[config.mk]
export PLATFORM = sky130hd
export DESIGN_NAME = idiv_seq
export DESIGN_NICKNAME = d
export VERILOG_FILES = /design/src/rtl/idiv_seq.sv
export SDC_FILE = /design/constraint.sdc
export NUM_CORES = 1
export LEC_CHECK = 0
export ABC_CLOCK_PERIOD_IN_PS = 2100
export CORE_MARGIN = 2
export CORE_UTILIZATION = 51
export DETAILED_ROUTE_END_ITERATION = 16
export PLACE_DENSITY = 0.85
export RECOVER_POWER = 100
export SYNTH_ARGS = -nofsm -noshare
export SYNTH_HDL_FRONTEND = slang
export SYNTH_SLANG_ARGS = --single-unit
[constraint.sdc]
create_clock -name Clock -period 2.1 [get_ports Clock]
set_clock_uncertainty 0.1 [all_clocks]
set_input_delay 0.21 -clock Clock [delete_from_list [all_inputs] [get_ports Clock]]
set_output_delay 0.21 -clock Clock [all_outputs]
set_load 0.02 [all_outputs]
[src/rtl/idiv_seq.sv]
// rtl/idiv_seq.sv - sequential unsigned restoring divider, one quotient bit per cycle
//
// Ports:
//   Clock       system clock, all state updates on the rising edge
//   Reset       synchronous active-high reset
//   iStart      start request, accepted only in IDLE
//   iDividend   2N-bit unsigned dividend, captured with an accepted start
//   iDivisor    N-bit unsigned divisor, captured with an accepted start
//   oBusy       high while iterating (CALC)
//   oDone       one-cycle pulse qualifying the result outputs
//   oDivByZero  set with oDone when the divisor was zero, held until next start
//   oQuotient   2N-bit quotient (all ones on divide by zero)
//   oRemainder  N-bit remainder (all ones on divide by zero)
module idiv_seq #(
    parameter int N = 4
) (
    input  logic           Clock,
    input  logic           Reset,
    input  logic           iStart,
    input  logic [2*N-1:0] iDividend,
    input  logic [N-1:0]   iDivisor,
    output logic           oBusy,
    output logic           oDone,
    output logic           oDivByZero,
    output logic [2*N-1:0] oQuotient,
    output logic [N-1:0]   oRemainder
);

    localparam int W  = 2 * N;
    localparam int CW = $clog2(W) + 1;

    typedef enum logic [1:0] {
        IDLE = 2'd0,
        CALC = 2'd1,
        DONE = 2'd2
    } state_t;

    state_t         state;
    // Dividend bits leave at the top while quotient bits enter at the bottom,
    // so after W iterations this register holds the full quotient.
    logic [W-1:0]   shreg;
    logic [N-1:0]   divisor;
    // Running remainder is always < divisor, so N bits are enough to store it.
    logic [N-1:0]   rem;
    logic [CW-1:0]  count;

    // Shifted partial remainder is N+1 bits so the compare never overflows.
    logic [N:0]     partial;
    logic           qbit;
    logic [N-1:0]   next_rem;
    logic           last_iter;

    always_comb begin
        partial   = {rem, shreg[W-1]};
        qbit      = (partial >= {1'b0, divisor});
        // When qbit is set the difference is < divisor, so it fits N bits.
        next_rem  = qbit ? (partial[N-1:0] - divisor) : partial[N-1:0];
        last_iter = (count == CW'(W - 1));
    end

    always_ff @(posedge Clock) begin
        if (Reset) begin
            state      <= IDLE;
            shreg      <= '0;
            divisor    <= '0;
            rem        <= '0;
            count      <= '0;
            oBusy      <= 1'b0;
            oDone      <= 1'b0;
            oDivByZero <= 1'b0;
            oQuotient  <= '0;
            oRemainder <= '0;
        end else begin
            case (state)
                IDLE: begin
                    oDone <= 1'b0;
                    if (iStart) begin
                        shreg      <= iDividend;
                        divisor    <= iDivisor;
                        rem        <= '0;
                        count      <= '0;
                        oDivByZero <= 1'b0;
                        if (iDivisor == '0) begin
                            // Skip iterating entirely; report saturated results.
                            oQuotient  <= '1;
                            oRemainder <= '1;
                            oDivByZero <= 1'b1;
                            oDone      <= 1'b1;
                            state      <= DONE;
                        end else begin
                            oBusy <= 1'b1;
                            state <= CALC;
                        end
                    end
                end
                CALC: begin
                    rem   <= next_rem;
                    shreg <= {shreg[W-2:0], qbit};
                    count <= count + CW'(1);
                    if (last_iter) begin
                        oQuotient  <= {shreg[W-2:0], qbit};
                        oRemainder <= next_rem;
                        oBusy      <= 1'b0;
                        oDone      <= 1'b1;
                        state      <= DONE;
                    end
                end
                DONE: begin
                    oDone <= 1'b0;
                    state <= IDLE;
                end
                default: begin
                    oBusy <= 1'b0;
                    oDone <= 1'b0;
                    state <= IDLE;
                end
            endcase
        end
    end

endmodule
==> results of run 1 <==
## report_power, final
part / internal [mW] / switching (mW) / total (mW) / leakage [nW]
Sequential: 0.738 / 0.0265 / 0.765 / 0.302
Clock: 0.163 / 0.252 / 0.415 / 0.0382
Combinational: 0.126 / 0.150 / 0.276 / 0.513
Total: 1.03 / 0.429 / 1.46 / 0.854
## worst paths after layout
path / slack (ps) / depth (start not counted) / end / start
worst min register to register: 370 / 2 / oDivByZero$_SDFFE_PP0P_ / oDivByZero$_SDFFE_PP0P_
worst max-delay path: 180 / 7 / oRemainder[3]$_SDFFE_PP0P_ / shreg[7]$_SDFFE_PP0P_
worst max register to register: 180 / 7 / oRemainder[3]$_SDFFE_PP0P_ / shreg[7]$_SDFFE_PP0P_
worst min-delay path: 310 / 3 / shreg[2]$_SDFFE_PP0P_ / iDividend[2]
## cell usage in the layout (no fill, tap or decap), types with 2 or more instances in the layout
| cell type | n |
|---|---|
| a211oi_1 | 10 |
| a21oi_1 | 7 |
| a22o_1 | 2 |
| a311oi_1 | 8 |
| buf_4 | 3 |
| clkbuf_4 | 5 |
| clkdlybuf4s50_1 | 14 |
| dfxtp_1 | 37 |
| dlygate4sd3_1 | 15 |
| ha_1 | 5 |
| inv_1 | 9 |
| mux2i_1 | 7 |
| nand2_1 | 22 |
| nand2b_1 | 4 |
| nor2_1 | 43 |
| nor3_1 | 3 |
| o21ai_0 | 2 |
| o221a_2 | 2 |
| o22ai_1 | 2 |
| o31ai_1 | 2 |
| or2_2 | 2 |
| xor2_1 | 2 |
## layout make-up
type,instances,area (µm²)
clock buffers,6,51.30
flip-flops and latches,37,740.7
well taps,46,57.56
inverters,9,33.78
fillers,293,1189
multi-input cells,140,857.1
clock inverters,2,13.76
repair buffers,35,341.6
## routing by layer
layer / up-vias / wire (µm) / GRT usage [%]
li1: 743 / - / -
met1: 683 / 1556 / 25.51
met2: 28 / 1760 / 34.89
met3: 7 / 113 / 4.348
met4: 0 / 77 / 11.25
met5: - / 0 / 0
## cells by family after synthesis
family / Yosys count / synth area share [%]
AND/OR/NAND/NOR: 85 / 22.87
AO/OA/AOI/OAI: 39 / 17.67
flip-flops: 37 / 43.40
buffers and inverters: 20 / 5.571
multiplexers: 7 / 4.106
adder cells (fa/ha/maj): 6 / 4.839
XOR/XNOR: 3 / 1.540
## worst reg2reg max path, stage by stage (launching register included)
cell and delay, ps:
dfxtp_1 350, inv_1 60, ha_1 320, nand2b_1 150
a21boi_1 190, o21ai_2 140, o221ai_1 310, o221a_2 240
## cells in the mapped netlist (all sizes together) (2+ instances only)
master / n / area (µm²)
a211oi: 10 / 75.07
a21oi: 7 / 46.30
a22o: 2 / 17.52
a311oi: 8 / 70.07
and2: 2 / 12.51
buf: 7 / 46.29
clkbuf: 4 / 15.01
dfxtp: 37 / 740.7
ha: 5 / 62.56
inv: 9 / 33.78
mux2i: 7 / 70.07
nand2: 22 / 82.58
nand2b: 5 / 33.78
nor2: 44 / 170.2
nor3: 3 / 15.01
o21ai: 3 / 18.77
o221a: 2 / 22.52
o22ai: 2 / 12.51
o31ai: 2 / 15.01
or2: 2 / 12.51
xor2: 2 / 17.52
## metrics by stage
step                cells  cell area [µm²]  hold WS [ps]  utilization (%)  setup slack [ps]
floorplan             197             1707         257.2                -             447.9
global placement      267             2051         347.5            62.44             213.6
detailed placement    267             2051         352.4            62.44             142.6
CTS                   275             2116         302.9            64.42             172.6
global route          275             2096         317.5            63.81             80.35
finish                275             2096         306.8            63.81             179.6
## state kept, by name, summed over array words and instances, names as in the netlist
name and count:
oQuotient 8, shreg 8, count 4, divisor 4
oRemainder 4, rem 4, state 2, oBusy 1
oDivByZero 1, oDone 1
==> flow_metrics.env, run 1 <==
export IMPL_outcome="complete, no violations"
export IMPL_postCtsSetupBuffers=0
export IMPL_hold_viol=0
export IMPL_min_period_over_period_pct=91.45
export IMPL_grt_overflow=0
export IMPL_required_ps=2300
export IMPL_worstMarginPinSlew_ps=565.8
export IMPL_cts_hold_buffers_added=0
export IMPL_clk_latency_ps=360
export IMPL_gp_congestion=0.7661
export IMPL_ys_ff_latch=37
export IMPL_fmax_mhz=520.7
export IMPL_grt_antenna_before_repair=0
export IMPL_grt_pass1_wl_um=5830
export IMPL_cts_root_buf="clkbuf_4"
export IMPL_slowest_delay_ps=350
export IMPL_p_leak_nw=0.8536
export IMPL_post_cts_resized=0
export IMPL_synth_warning_count=0
export IMPL_io_pins=30
export IMPL_routed_wl_um=3507
export IMPL_core_area_um2=3284
export IMPL_cts_sinks=37
export IMPL_cp_arrival_ps=2120
export IMPL_synthArstFlopShare_pct=0
export IMPL_initial_core_util_pct=51.96
export IMPL_synth_nets=218
export IMPL_h_tree_depth=2
export IMPL_cp_max_fo=5
export IMPL_drc=0
export IMPL_setup_violations=0
export IMPL_core_rowCount=21
export IMPL_cp_top_family="compound AO/OA/AOI/OAI gates"
export IMPL_die_y_um=61.85
export IMPL_timing_worst_setup_path_type="reg -> reg"
export IMPL_track_usage_pct=21.02
export IMPL_syn_inst=197
export IMPL_vdd_drop_max_mv=0.4068
export IMPL_synth_seq_area_share_pct=43.40
export IMPL_hp_class="in -> reg"
export IMPL_rsz0062_at_grt="no"
export IMPL_netlist_area_um2=1707
export IMPL_relSlewSlack_pct=62.14
export IMPL_slowest_stage="dfxtp_1"
export IMPL_cts_tree="built"
export IMPL_synth_cell_types=39
export IMPL_avgSynthCellArea_um2=8.663
export IMPL_maxCapViolations=0
export IMPL_finalSetupTns_ps=0
export IMPL_drive_above_1_share_pct=9.170
export IMPL_vias_per_cell=5.313
export IMPL_io_buffers=29
export IMPL_num_antenna_cells=0
export IMPL_cts_clk_slew_worst_paths_ps=120
export IMPL_fin_crit_ps=1920
export IMPL_dp_hpwl_um=2604
export IMPL_cp_cell_sequence="inv_1 -> ha_1 -> nand2b_1 -> a21boi_1 -> o21ai_2 -> o221ai_1 -> o221a_2"
export IMPL_end_kind="flip-flop"
export IMPL_slew_violations=0
export IMPL_grt_max_degree=22
export IMPL_drt_iter0_markers=62
export IMPL_cts_buffers=5
export IMPL_cp_num_buf_inv=1
export IMPL_clockBufferDepth=2
export IMPL_synth_edf_count=0
export IMPL_dr_total_vias=1461
export IMPL_grt_pass1_vias=1336
export IMPL_die_w_um=61.85
export IMPL_ant_nets=0
export IMPL_p_per_area_nw_per_um2=694.5
export IMPL_wl_per_cell_um=12.75
export IMPL_die_area_um2=3825
export IMPL_syn2layout_area_growth_pct=22.80
export IMPL_synth_ff_type="dfxtp_1"
export IMPL_fin_total_pwr_mw=1.456
export IMPL_worst_setup_path_start_kind="flip-flop"
export IMPL_fin_nets=249
export IMPL_dr_pass1_iters=4
Note: power is estimated with default switching activity, not from simulation.
==> run 2: changes to the inputs <==
- ABC_CLOCK_PERIOD_IN_PS: 2100 -> 1700
- CORE_UTILIZATION: 51 -> 47
- GPL_ROUTABILITY_DRIVEN: default -> 0
- PLACE_DENSITY: 0.85 -> 0.82
- clock period: 2.1 -> 1.7 ns (I/O delays scaled with it)
==> flow_metrics.env, run 2 (same netlist as run 1, synthesis figures left out) <==
export IMPL_outcome="finished with violations"
export IMPL_violations="setup timing"
export IMPL_hold_viol=0
export IMPL_fin_crit_ps=1812
export IMPL_cp_arrival_ps=1990
export IMPL_core_rowCount=21
export IMPL_cts_clk_slew_worst_paths_ps=130
export IMPL_ant_nets=0
export IMPL_grt_overflow=0
export IMPL_die_area_um2=4129
export IMPL_drc=0
export IMPL_clkPwrFrac_pct=34.4
export IMPL_track_usage_pct=20.91
export IMPL_dr_total_vias=1600
export IMPL_cp_max_fo=5
export IMPL_cts_tree="built"
export IMPL_vias_per_cell=5.461
export IMPL_required_ps=1880
export IMPL_placed_area_um2=2131
export IMPL_rsz0062_at_grt="yes"
export IMPL_vdd_drop_max_mv=0.7774
export IMPL_io_pins=30
export IMPL_grt_pass1_vias=1490
export IMPL_fmax_mhz=551.9
export IMPL_fin_total_pwr_mw=2.250
export IMPL_cts_root_buf="clkbuf_4"
export IMPL_wl_per_cell_um=16.06
export IMPL_layout_commonest_cell="nor2_1"
export IMPL_timing_worst_setup_path_type="reg -> reg"
export IMPL_p_per_area_nw_per_um2=887.2
export IMPL_layout_common_cells="nor2_1, dfxtp_1, clkdlybuf4s50_1, nand2_1, buf_4"
export IMPL_final_cell_area_um2=2536
export IMPL_drt_iter0_markers=142
export IMPL_relSlewSlack_pct=74.75
export IMPL_setup_violations=9
export IMPL_end_kind="flip-flop"
export IMPL_clockBufferDepth=2
export IMPL_cts_hold_buffers_added=0
export IMPL_num_antenna_cells=0
export IMPL_initial_core_util_pct=49.96
export IMPL_slew_violations=0
export IMPL_worstMarginPinSlew_ps=378.4
export IMPL_io_buffers=29
export IMPL_cts_sinks=37
export IMPL_top_regs="oQuotient x8, shreg x8"
export IMPL_setup_ws_ps=-111.9
export IMPL_hp_class="in -> reg"
export IMPL_drive_above_1_share_pct=31.58
export IMPL_grt_pass1_wl_um=6686
export IMPL_dp_hpwl_um=2671
export IMPL_sw_frac_of_total_pct=27.56
export IMPL_die_w_um=64.26
export IMPL_power_share_combinational_pct=23.2
export IMPL_worst_setup_path_start_kind="flip-flop"
export IMPL_finalSetupTns_ps=-513.0
export IMPL_grt_max_degree=22
export IMPL_p_int_mw=1.630
export IMPL_core_area_um2=3416
export IMPL_p_seq_share_pct=42.4
export IMPL_power_switching_mw=0.6200
export IMPL_h_tree_depth=2
export IMPL_grt_antenna_before_repair=0
export IMPL_syn2layout_area_growth_pct=48.61
export IMPL_p_leak_nw=0.9766
export IMPL_maxCapViolations=0
export IMPL_min_period_over_period_pct=106.6
export IMPL_fin_nets=267
export IMPL_cts_buffers=5
export IMPL_clk_latency_ps=350
export IMPL_routed_wl_um=4705
export IMPL_dr_pass1_iters=4
export IMPL_die_y_um=64.26
-- run 2: changes by cell type in the layout (fill, tap and decap cells not counted), moves of 3 or more --
cell / previous run / this run
clkdlybuf4s50_1: 14 / 28
a211oi_2: 0 / 6
buf_6: 0 / 3
dfxtp_2: 0 / 6
ha_4: 0 / 5
buf_4: 3 / 15
dfxtp_1: 37 / 30
dlygate4sd3_1: 15 / 1
ha_1: 5 / 0
nor2_1: 43 / 33
nor2_2: 1 / 11
a211oi_1: 10 / 4
-- run 2: cell type report --
cell class / count / area (µm²)
clock buffer: 5 / 37.54
clock inverter: 3 / 65.06
fill: 237 / 879.6
inverter: 9 / 36.28
multi-input combinational: 140 / 1052
sequential: 37 / 752.0
tap: 46 / 57.56
timing repair buffer: 53 / 535.5
-- run 2: metrics by stage --
step | setup slack [ps] | cells | hold slack [ps] | utilization (%)
floorplan | 47.93 | 197 | 217.2 | -
global placement | -162.7 | 276 | 351.3 | 62.38
detailed placement | -204.9 | 276 | 365.2 | 62.38
CTS | -15.57 | 284 | 277.4 | 68.50
global route | -167.4 | 293 | 282.8 | 74.25
finish | -111.9 | 293 | 278.1 | 74.25
-- run 2: worst paths after layout --
path	start	end	slack, ps	depth (start not counted)
worst min register to register	oDivByZero$_SDFFE_PP0P_	oDivByZero$_SDFFE_PP0P_	380	2
worst max register to register	shreg[7]$_SDFFE_PP0P_	oQuotient[0]$_SDFFE_PP0P_	-110	9
worst max-delay path	shreg[7]$_SDFFE_PP0P_	oQuotient[0]$_SDFFE_PP0P_	-110	9
worst min-delay path	iDividend[7]	shreg[7]$_SDFFE_PP0P_	280	3
-- run 2: what timing repair did --
action                                 4_1_cts  5_1_grt
gates cloned                                 0        3
endpoints found under the hold margin        0        0
setup endpoints to repair                   11       17
pin swaps                                    4        9
gates resized for setup                     18       28
buffers inserted                             1        6
-- run 2: critical path: stages, from the launching register on --
cell and delay (ps):
dfxtp_2 380, inv_4 50, ha_4 270, nand2b_4 130
a21boi_4 60, o21ai_4 260, buf_4 170, buf_6 80
nor2_2 40, a211oi_2 200
-- run 2: power groups by stage --
stage,registers [mW],logic [mW],clock network [mW]
3_5_place_dp,0.964,0.388,0
5_1_grt,0.960,0.559,0.819
3_3_place_gp,0.962,0.379,0
4_1_cts,0.949,0.453,0.775
6_report,0.954,0.522,0.773
2_1_floorplan,0.967,0.231,0
-- run 2: metal layers --
layer	GRT usage [%]	wire, µm	up-vias
li1	-	-	781
met1	25.74	2044	756
met2	34.77	2307	56
met3	5.986	273	7
met4	7.447	79	0
met5	0	0	-
==> run 3: changes to the inputs <==
- REMOVE_ABC_BUFFERS: default -> 1
==> flow_metrics.env, run 3 (same netlist as run 1, synthesis figures left out) <==
export IMPL_io_buffers=29
export IMPL_p_leak_nw=0.9654
export IMPL_layout_commonest_cell="nor2_1"
export IMPL_core_rowCount=21
export IMPL_timing_rr_start="divisor[2]$_SDFFE_PP0P_"
export IMPL_dp_hpwl_um=2833
export IMPL_num_antenna_cells=0
export IMPL_dp_cells=279
export IMPL_hp_class="in -> reg"
export IMPL_fin_total_pwr_mw=2.209
export IMPL_grt_max_degree=22
export IMPL_layout_common_cells="nor2_1, dfxtp_1, clkdlybuf4s50_1, buf_4, nand2_1"
export IMPL_track_usage_pct=22.93
export IMPL_cp_max_fo=2
export IMPL_final_cell_area_um2=2525
export IMPL_p_per_area_nw_per_um2=874.8
export IMPL_clk_latency_ps=370
export IMPL_setup_ws_ps=-74.02
export IMPL_grt_overflow=0
export IMPL_cts_sinks=37
export IMPL_fin_nets=274
export IMPL_rrSetupSlack_ps=-70
export IMPL_required_ps=1860
export IMPL_drt_iter0_markers=233
export IMPL_wl_per_cell_um=18.14
export IMPL_initial_core_util_pct=49.96
export IMPL_end_kind="flip-flop"
export IMPL_worstMarginPinSlew_ps=336.3
export IMPL_r2r_cells=8
export IMPL_cts_root_buf="clkbuf_4"
export IMPL_seqCellArea_um2=752.0
export IMPL_postLayoutCoreUtil_pct=73.92
export IMPL_grt_antenna_before_repair=0
export IMPL_drive_above_1_share_pct=31.89
export IMPL_finalSetupTns_ps=-290.2
export IMPL_routed_wl_um=5443
export IMPL_die_area_um2=4129
export IMPL_core_area_um2=3416
export IMPL_violations="setup timing"
export IMPL_clockBufferDepth=2
export IMPL_h_tree_depth=2
export IMPL_rsz0062_at_grt="yes"
export IMPL_syn2layout_area_growth_pct=47.95
export IMPL_worst_setup_path_start_kind="flip-flop"
export IMPL_dpl_worst_slack_ps=-208.9
export IMPL_cts_hold_buffers_added=0
export IMPL_crit_end="oRemainder[3]$_SDFFE_PP0P_"
export IMPL_dr_total_vias=1794
export IMPL_vias_per_cell=5.980
export IMPL_hold_viol=0
export IMPL_drc=0
export IMPL_fin_cells=300
export IMPL_min_period_over_period_pct=104.4
export IMPL_die_w_um=64.26
export IMPL_cp_arrival_ps=1930
export IMPL_io_pins=30
export IMPL_nFillCells=218
export IMPL_cts_tree="built"
export IMPL_vdd_drop_max_mv=0.4769
export IMPL_grt_pass1_vias=1578
export IMPL_grt_pass1_wl_um=7245
export IMPL_fmax_mhz=563.7
export IMPL_cts_clk_slew_worst_paths_ps=120
export IMPL_startpoint="divisor[2]$_SDFFE_PP0P_"
export IMPL_r2r_end="oRemainder[3]$_SDFFE_PP0P_"
export IMPL_multi_input_area_um2=1033
export IMPL_relSlewSlack_pct=77.50
export IMPL_slew_violations=0
export IMPL_hold_ws_ps=274.8
export IMPL_setup_violations=9
export IMPL_dr_pass1_iters=5
export IMPL_placed_area_um2=2153
export IMPL_cts_buffers=5
export IMPL_timing_worst_setup_path_type="reg -> reg"
export IMPL_fin_crit_ps=1774
export IMPL_die_y_um=64.26
export IMPL_top_regs="oQuotient x8, shreg x8"
export IMPL_outcome="finished with violations"
export IMPL_ant_nets=0
export IMPL_maxCapViolations=0
[run 3: changes by cell type in the layout (fill, tap and decap cells not counted), sizes merged]
cell,delta
clkinv,-1
clkinvlp,+1
bufinv,-1
clkdlybuf4s50,+1
dlygate4sd3,-1
buf,+8
[run 3: final cells by class]
class | count | area share, %
clock buffers | 6 | 2.032
clock inverters | 2 | 1.487
inverters | 9 | 1.437
multi-input cells | 140 | 40.93
flip-flops and latches | 37 | 29.78
well taps | 46 | 2.279
repair buffers | 60 | 22.05
[run 3: how the worst min path moves through the flow]
stage / start / to / slack (ps) / cells after the start
after CTS: iDividend[5] / shreg[5]$_SDFFE_PP0P_ / 270 / 3
after floorplan: Reset / oDivByZero$_SDFFE_PP0P_ / 140 / 1
after global routing: iDividend[3] / shreg[3]$_SDFFE_PP0P_ / 280 / 3
after global placement: oDivByZero$_SDFFE_PP0P_ / oDivByZero$_SDFFE_PP0P_ / 360 / 2
final: iDividend[3] / shreg[3]$_SDFFE_PP0P_ / 270 / 3
after detailed placement: rem[3]$_SDFFE_PP0P_ / rem[3]$_SDFFE_PP0P_ / 370 / 1
[run 3: power by group]
group / switching [mW] / internal [mW]
combinational: 0.284 / 0.302
clock: 0.319 / 0.349
sequential: 0.0417 / 0.913
total: 0.645 / 1.56
[run 3: routing by layer]
layer / track usage [%] / routed length, µm / vias up
li1: - / - / 797
met1: 26.67 / 2130 / 820
met2: 37.89 / 2584 / 143
met3: 4.049 / 453 / 34
met4: 16.22 / 274 / 0
met5: 0 / 0 / -
[run 3: critical path: stages, from the launching register on]
cell,delay (ps)
dfxtp_2,340
inv_1,80
ha_4,190
buf_4,140
nor2_2,160
a21oi_2,60
xnor2_1,190
o221ai_2,150
o221a_2,270
[run 3: repair_timing]
| action | in CTS | in global routing |
|---|---|---|
| buffers inserted | 8 | 3 |
| gates cloned | 0 | 2 |
| endpoints found under the setup margin | 10 | 17 |
| resized for setup | 21 | 21 |
| pin swaps | 8 | 13 |
